**src/rtl/pwm_host_bridge.sv**
```systemverilog
// Byte-wide host bridge for the 32-channel timed-PWM engine.
// Frames host bytes into engine RAM cycles plus Run/Terminate control.
`timescale 1ns/1ps
module pwm_host_bridge (
  input  logic        Clk,
  input  logic        Rst,
  input  logic        HostCs,
  input  logic        HostStb,
  input  logic        HostRnW,
  input  logic [7:0]  HostD,
  output logic [7:0]  HostDOut,
  output logic        Busy,
  output logic [7:0]  Addr,
  output logic [31:0] DataIn,
  input  logic [31:0] DataOut,
  output logic        RAMWrite,
  output logic        AddrStrobe,
  output logic        DataStrobe,
  output logic        Run,
  output logic [31:0] Terminate
);

  typedef enum logic [3:0] {
    S_IDLE, S_ADDR, S_DATA,
    S_WSETUP, S_WSTROBE, S_WHOLD,
    S_RSETUP, S_RSTROBE, S_RCAP,
    S_RDATA, S_DISCARD
  } state_t;

  state_t      state;
  logic        cs_s1, cs_s2, cs_d;
  logic        stb_s1, stb_s2, stb_d;
  logic        stb_rise;
  logic [7:0]  byte_q;
  logic        rnw_q;
  logic [7:0]  cmd;
  logic [7:0]  addr_q;
  logic [23:0] wbuf;
  logic [31:0] rbuf;
  logic [1:0]  cnt;
  logic        armed;

  logic        cs_rise;
  logic        wr_acc;
  logic        rd_acc;
  logic [31:0] next_word;

  assign cs_rise   = cs_s2 & ~cs_d;
  assign wr_acc    = stb_rise & ~rnw_q;
  assign rd_acc    = stb_rise & rnw_q;
  assign next_word = {byte_q, wbuf};
  assign HostDOut  = rbuf[7:0];

  // Synchronize host controls and register one pulse per strobe edge
  always_ff @(posedge Clk) begin
    if (Rst) begin
      cs_s1    <= 1'b0;
      cs_s2    <= 1'b0;
      cs_d     <= 1'b0;
      stb_s1   <= 1'b0;
      stb_s2   <= 1'b0;
      stb_d    <= 1'b0;
      stb_rise <= 1'b0;
      byte_q   <= 8'h00;
      rnw_q    <= 1'b0;
    end else begin
      cs_s1    <= HostCs;
      cs_s2    <= cs_s1;
      cs_d     <= cs_s2;
      stb_s1   <= HostStb;
      stb_s2   <= stb_s1;
      stb_d    <= stb_s2;
      stb_rise <= stb_s2 & ~stb_d;
      if (stb_s2 & ~stb_d) begin
        byte_q <= HostD;
        rnw_q  <= HostRnW;
      end
    end
  end

  // Frame decoder and engine bus sequencer with registered outputs
  always_ff @(posedge Clk) begin
    if (Rst) begin
      state      <= S_IDLE;
      cnt        <= 2'd0;
      cmd        <= 8'h00;
      addr_q     <= 8'h00;
      wbuf       <= 24'h0;
      rbuf       <= 32'h0;
      armed      <= 1'b0;
      Addr       <= 8'h00;
      DataIn     <= 32'h0;
      RAMWrite   <= 1'b0;
      AddrStrobe <= 1'b0;
      DataStrobe <= 1'b0;
      Busy       <= 1'b0;
      Run        <= 1'b0;
      Terminate  <= 32'h0;
    end else begin
      if (cs_rise)
        armed <= 1'b1;
      else if (!cs_s2)
        armed <= 1'b0;
      unique case (state)
        S_IDLE: begin
          cnt <= 2'd0;
          if (cs_s2 && armed && wr_acc) begin
            armed <= 1'b0;
            cmd   <= byte_q;
            case (byte_q)
              8'h01, 8'h02: state <= S_ADDR;
              8'h10, 8'h20: state <= S_DATA;
              default:      state <= S_DISCARD;
            endcase
          end
        end
        S_ADDR: begin
          if (!cs_s2) begin
            state <= S_IDLE;
          end else if (wr_acc) begin
            addr_q <= byte_q;
            if (cmd == 8'h02) begin
              Addr  <= byte_q;
              Busy  <= 1'b1;
              state <= S_RSETUP;
            end else begin
              state <= S_DATA;
            end
          end
        end
        S_DATA: begin
          if (!cs_s2) begin
            state <= S_IDLE;
            cnt   <= 2'd0;
          end else if (wr_acc) begin
            wbuf <= next_word[31:8];
            cnt  <= cnt + 2'd1;
            if (cmd == 8'h20) begin
              Run   <= byte_q[0];
              state <= S_IDLE;
            end else if (cnt == 2'd3) begin
              if (cmd == 8'h10) begin
                Terminate <= next_word;
                state     <= S_IDLE;
              end else begin
                DataIn   <= next_word;
                Addr     <= addr_q;
                RAMWrite <= 1'b1;
                Busy     <= 1'b1;
                state    <= S_WSETUP;
              end
            end
          end
        end
        S_WSETUP: begin
          DataStrobe <= 1'b1;
          state      <= S_WSTROBE;
        end
        S_WSTROBE: begin
          DataStrobe <= 1'b0;
          state      <= S_WHOLD;
        end
        S_WHOLD: begin
          RAMWrite <= 1'b0;
          Busy     <= 1'b0;
          state    <= S_IDLE;
        end
        S_RSETUP: begin
          AddrStrobe <= 1'b1;
          state      <= S_RSTROBE;
        end
        S_RSTROBE: begin
          AddrStrobe <= 1'b0;
          state      <= S_RCAP;
        end
        S_RCAP: begin
          rbuf  <= DataOut;
          Busy  <= 1'b0;
          cnt   <= 2'd0;
          state <= cs_s2 ? S_RDATA : S_IDLE;
        end
        S_RDATA: begin
          if (!cs_s2) begin
            state <= S_IDLE;
            cnt   <= 2'd0;
          end else if (rd_acc) begin
            rbuf <= {8'h00, rbuf[31:8]};
            cnt  <= cnt + 2'd1;
            if (cnt == 2'd3) begin
              state <= S_IDLE;
              cnt   <= 2'd0;
            end
          end
        end
        S_DISCARD: begin
          if (!cs_s2) begin
            state <= S_IDLE;
            cnt   <= 2'd0;
          end
        end
        default: state <= S_IDLE;
      endcase
    end
  end

endmodule

```
**config.mk**
```make
export PLATFORM = sky130hd
export DESIGN_NAME = pwm_host_bridge
export DESIGN_NICKNAME = d
export VERILOG_FILES = /design/src/rtl/pwm_host_bridge.sv
export SDC_FILE = /design/constraint.sdc
export NUM_CORES = 1
export LEC_CHECK = 0
export CAP_MARGIN = 20
export CORE_MARGIN = 3
export CORE_UTILIZATION = 50
export CTS_BUF_LIST = sky130_fd_sc_hd__clkbuf_8
export CTS_CLUSTER_DIAMETER = 100
export DETAILED_ROUTE_END_ITERATION = 8
export GPL_TIMING_DRIVEN = 0
export PLACE_DENSITY = 0.74
export SYNTH_ARGS = -nofsm -noshare
export SYNTH_HDL_FRONTEND = slang
export SYNTH_SLANG_ARGS = --single-unit
```
**constraint.sdc**
```tcl
create_clock -name Clk -period 2.7 [get_ports Clk]
set_clock_uncertainty 0.2 [all_clocks]
set_input_delay 0.81 -clock Clk [delete_from_list [all_inputs] [get_ports Clk]]
set_output_delay 0.81 -clock Clk [all_outputs]
set_load 0.02 [all_outputs]
```
==> impl_metrics.env <==
export IMPL_power_per_cell_area_nw_per_um2=657
export IMPL_overflow=0
export IMPL_cpMaxStageDelayCell="sky130_fd_sc_hd__clkdlybuf4s50_1"
export IMPL_overall_routed_net_length_um=17900
export IMPL_synth_distinct_cells=52
export IMPL_fp_dieArea_um2=15300
export IMPL_routed_via_count=6173
export IMPL_route_antenna_remaining_nets=0
export IMPL_worstPathArrival_ns=1.49
export IMPL_report_final_setup_viol=0
export IMPL_critPathMaxStageDelay_ns=0.58
export IMPL_detailed_place_hpwl_um=12800
export IMPL_per_instance_average_area_after_synthesis_um2=8.41
export IMPL_floorplan_core_area_um2=13400
export IMPL_gp_congestion=0.946
export IMPL_number_of_enable_flip_flop_cells_after_synthesis=0
export IMPL_cap_violations=0
export IMPL_post_cts_resize_count=0
export IMPL_clock_insertion_delay_at_the_later_pin_of_the_skew_report_ns=0.46
export IMPL_yosysSeqAreaShare_pct=49.8
export IMPL_area_growth_synth_to_final_pct=27.4
export IMPL_cts_tree="built"
export IMPL_vias_in_the_first_global_route=5610
export IMPL_yosys_warnings=0
export IMPL_achievable_frequency_mhz=399
export IMPL_cts_clk_slew_worst_paths_ns=0.08
export IMPL_post_cts_buffers=0
export IMPL_clkSinkCount=172
export IMPL_post_route_cells_drive_above_1_share_pct=7.53
export IMPL_final_area_um2=8820
export IMPL_leakagePower_nw=2.89
export IMPL_slew_viol_final=0
export IMPL_critPathMaxFanout=2
export IMPL_floorplan_die_width_um=124
export IMPL_cts_hold_fix_buffers=0
export IMPL_timing_final_crit_share_pct=92.7
export IMPL_iteration_0_drc_count_of_the_detailed_router=581
export IMPL_worst_pin_slew_ns=0.648
export IMPL_global_route_wire_length_before_repair_um=28200
export IMPL_antennaDiodeCount=0
export IMPL_max_slew_margin_pct=56.8
export IMPL_cts_htree_levels=4
export IMPL_num_rows=42
export IMPL_worst_ir_drop_vdd_uv=313
export IMPL_finalNetCount=1016
export IMPL_route_detailed_vias_per_inst=5.33
export IMPL_crit_chain="buf_4 -> clkdlybuf4s50_1"
export IMPL_critical_path_required_time_ns=1.69
export IMPL_cts_root_to_sink_buffers=2
export IMPL_critPathBufInv=2
export IMPL_asyncSetResetFlopFracSynth_pct=0
export IMPL_grt_setup_unrepaired="false"
export IMPL_die_height_um=124
export IMPL_post_synth_instance_area_um2=6920
export IMPL_ys_ff_latch=172
export IMPL_synth_flop_cell="sky130_fd_sc_hd__dfxtp_1"
export IMPL_post_route_util_pct=65.8
export IMPL_critical_path_top_delay_family="buffers and inverters"
export IMPL_clock_tree_root_cell="sky130_fd_sc_hd__clkbuf_8"
export IMPL_tritoncts_num_buffers=17
export IMPL_hold_path_class="flop to flop"
export IMPL_syn_instance_count=823
export IMPL_top_level_ports=130
export IMPL_worstSetupEndpointType="primary output"
export IMPL_final_setup_tns_ns=0
export IMPL_post_layout_total_power_mw=5.80
export IMPL_outcome="finished clean"
export IMPL_drc_errors=0
export IMPL_io_buffer_count=128
export IMPL_synth_net_count=869
export IMPL_hold_worst_slack_ns=0.240
export IMPL_period_needed_ns=2.50
export IMPL_start_util_pct=51.6
export IMPL_grt_use_total_pct=23.7
export IMPL_type_of_element_launching_the_critical_path="flop"
export IMPL_report_final_hold_viol_count=0
export IMPL_avgRoutedWirePerCell_um=15.4
export IMPL_dpl_instance_area_um2=8420
export IMPL_antenna_violations_before_repair=0
export IMPL_pin_count_of_the_biggest_net_entering_global_routing=17
export IMPL_worstSetupPathType="flop to primary output"
export IMPL_drt_pre_antenna_iters=7
cell type report:
cell class                      count  area, um^2
Fill cell                        1221        4580
Sequential cell                   172        3440
Multi-Input combinational cell    568        3100
Timing Repair Buffer              128        1280
Buffer                             79         365
Clock buffer                       20         275
Tap cell                          176         220
Clock inverter                     12         120
Inverter                            4        15.0
per-layer routing:
| metal | global-route usage, % | vias up | wire [um] |
|---|---|---|---|
| li1 | - | 3081 | - |
| met1 | 32.7 | 2878 | 8070 |
| met2 | 36.6 | 192 | 8270 |
| met3 | 6.09 | 22 | 1220 |
| met4 | 7.34 | 0 | 308 |
| met5 | 0 | - | 0 |
layout by cell type, fill, tap and decap left out, types with 4 or more instances in the layout:
master	count
sky130_fd_sc_hd__a21oi_1	123
sky130_fd_sc_hd__nand2_1	214
sky130_fd_sc_hd__buf_1	5
sky130_fd_sc_hd__nor2_1	46
sky130_fd_sc_hd__clkbuf_8	20
sky130_fd_sc_hd__o21ai_0	6
sky130_fd_sc_hd__nand2b_1	8
sky130_fd_sc_hd__a211oi_1	26
sky130_fd_sc_hd__nand3_1	17
sky130_fd_sc_hd__mux2i_1	43
sky130_fd_sc_hd__dfxtp_1	172
sky130_fd_sc_hd__nor2b_1	15
sky130_fd_sc_hd__inv_1	6
sky130_fd_sc_hd__a22oi_1	8
sky130_fd_sc_hd__buf_2	13
sky130_fd_sc_hd__a211oi_2	8
sky130_fd_sc_hd__clkinv_2	4
sky130_fd_sc_hd__buf_4	10
sky130_fd_sc_hd__clkdlybuf4s50_1	128
sky130_fd_sc_hd__o2bb2ai_1	4
sky130_fd_sc_hd__clkbuf_1	49
registers in the layout, summed over array words and instances, names as in the netlist, 2 cells and up:
name,cells
addr_q,8
cnt,2
rbuf,32
Addr,8
Terminate,32
DataIn,32
wbuf,24
byte_q,8
cmd,8
state,4
stage by stage:
stage                     worst slack (ns)  std cells
after floorplan                      0.600        823
after global placement              0.0812       1127
after detailed placement            0.0836       1127
after CTS                            0.168       1159
after global routing                0.0663       1159
final                                0.197       1159
cells in the mapped netlist, types with 2 or more instances:
cell type / n / area (um^2)
sky130_fd_sc_hd__a21oi_1: 123 / 616
sky130_fd_sc_hd__buf_2: 13 / 65.1
sky130_fd_sc_hd__xor2_1: 3 / 26.3
sky130_fd_sc_hd__a211oi_1: 26 / 195
sky130_fd_sc_hd__dfxtp_1: 172 / 3440
sky130_fd_sc_hd__inv_1: 4 / 15.0
sky130_fd_sc_hd__nand4_1: 2 / 12.5
sky130_fd_sc_hd__a211oi_2: 8 / 100
sky130_fd_sc_hd__nand3_1: 17 / 85.1
sky130_fd_sc_hd__nor3b_1: 2 / 15.0
sky130_fd_sc_hd__o2bb2ai_1: 4 / 35.0
sky130_fd_sc_hd__nand2_1: 214 / 803
sky130_fd_sc_hd__and3_2: 3 / 22.5
sky130_fd_sc_hd__o21ai_0: 6 / 30.0
sky130_fd_sc_hd__or3_1: 2 / 12.5
sky130_fd_sc_hd__clkbuf_1: 49 / 184
sky130_fd_sc_hd__buf_4: 10 / 75.1
sky130_fd_sc_hd__buf_6: 2 / 22.5
sky130_fd_sc_hd__and3_1: 3 / 18.8
sky130_fd_sc_hd__a31oi_1: 3 / 18.8
sky130_fd_sc_hd__nor4_1: 3 / 18.8
sky130_fd_sc_hd__nand2b_1: 8 / 50.1
sky130_fd_sc_hd__mux2i_1: 43 / 430
sky130_fd_sc_hd__nor3_1: 3 / 15.0
sky130_fd_sc_hd__nor2b_1: 15 / 93.8
sky130_fd_sc_hd__a211o_1: 2 / 17.5
sky130_fd_sc_hd__nor2_1: 46 / 173
sky130_fd_sc_hd__a22oi_1: 8 / 60.1
sky130_fd_sc_hd__nor4b_2: 2 / 30.0
sky130_fd_sc_hd__buf_1: 5 / 18.8
where the power goes:
group | switching [mW] | internal (mW)
Combinational | 0.682 | 0.524
Sequential | 0.0982 | 2.70
Clock | 0.911 | 0.886
Total | 1.69 | 4.11
final timing paths:
| kind | startpoint | endpoint | slack (ns) | cells after the start |
|---|---|---|---|---|
| setup / recovery | rbuf[2]$_SDFFE_PP0P_ | HostDOut[2] | 0.20 | 2 |
| hold / removal | stb_d$_SDFF_PP0_ | stb_rise$_SDFF_PP0_ | 0.24 | 1 |
| setup reg to reg | cs_s2$_SDFF_PP0_ | rbuf[21]$_SDFFE_PP0P_ | 0.26 | 6 |
| hold reg to reg | stb_d$_SDFF_PP0_ | stb_rise$_SDFF_PP0_ | 0.24 | 1 |
cell families (layout without fill, tap and decap cells):
family | count (synthesis) | in the layout | share of synthesized area, %
xor gates and xnor gates | 3 | 3 | 0.380
muxes | 43 | 43 | 6.22
buffers and inverters | 83 | 243 | 5.50
AOI/OAI and AO/OA | 189 | 189 | 16.6
and+or+nand+nor | 332 | 332 | 21.3
adders and majority gates | 1 | 1 | 0.181
DFF | 172 | 172 | 49.8
worst reg2reg max path, stage by stage, from the launching register on:
cell	delay (ns)
sky130_fd_sc_hd__dfxtp_1	0.33
sky130_fd_sc_hd__clkbuf_1	0.31
sky130_fd_sc_hd__nand3_1	0.21
sky130_fd_sc_hd__a211oi_1	0.45
sky130_fd_sc_hd__clkbuf_1	0.40
sky130_fd_sc_hd__buf_2	0.30
sky130_fd_sc_hd__a211oi_1	0.10
(Power assumes the default switching activity.)
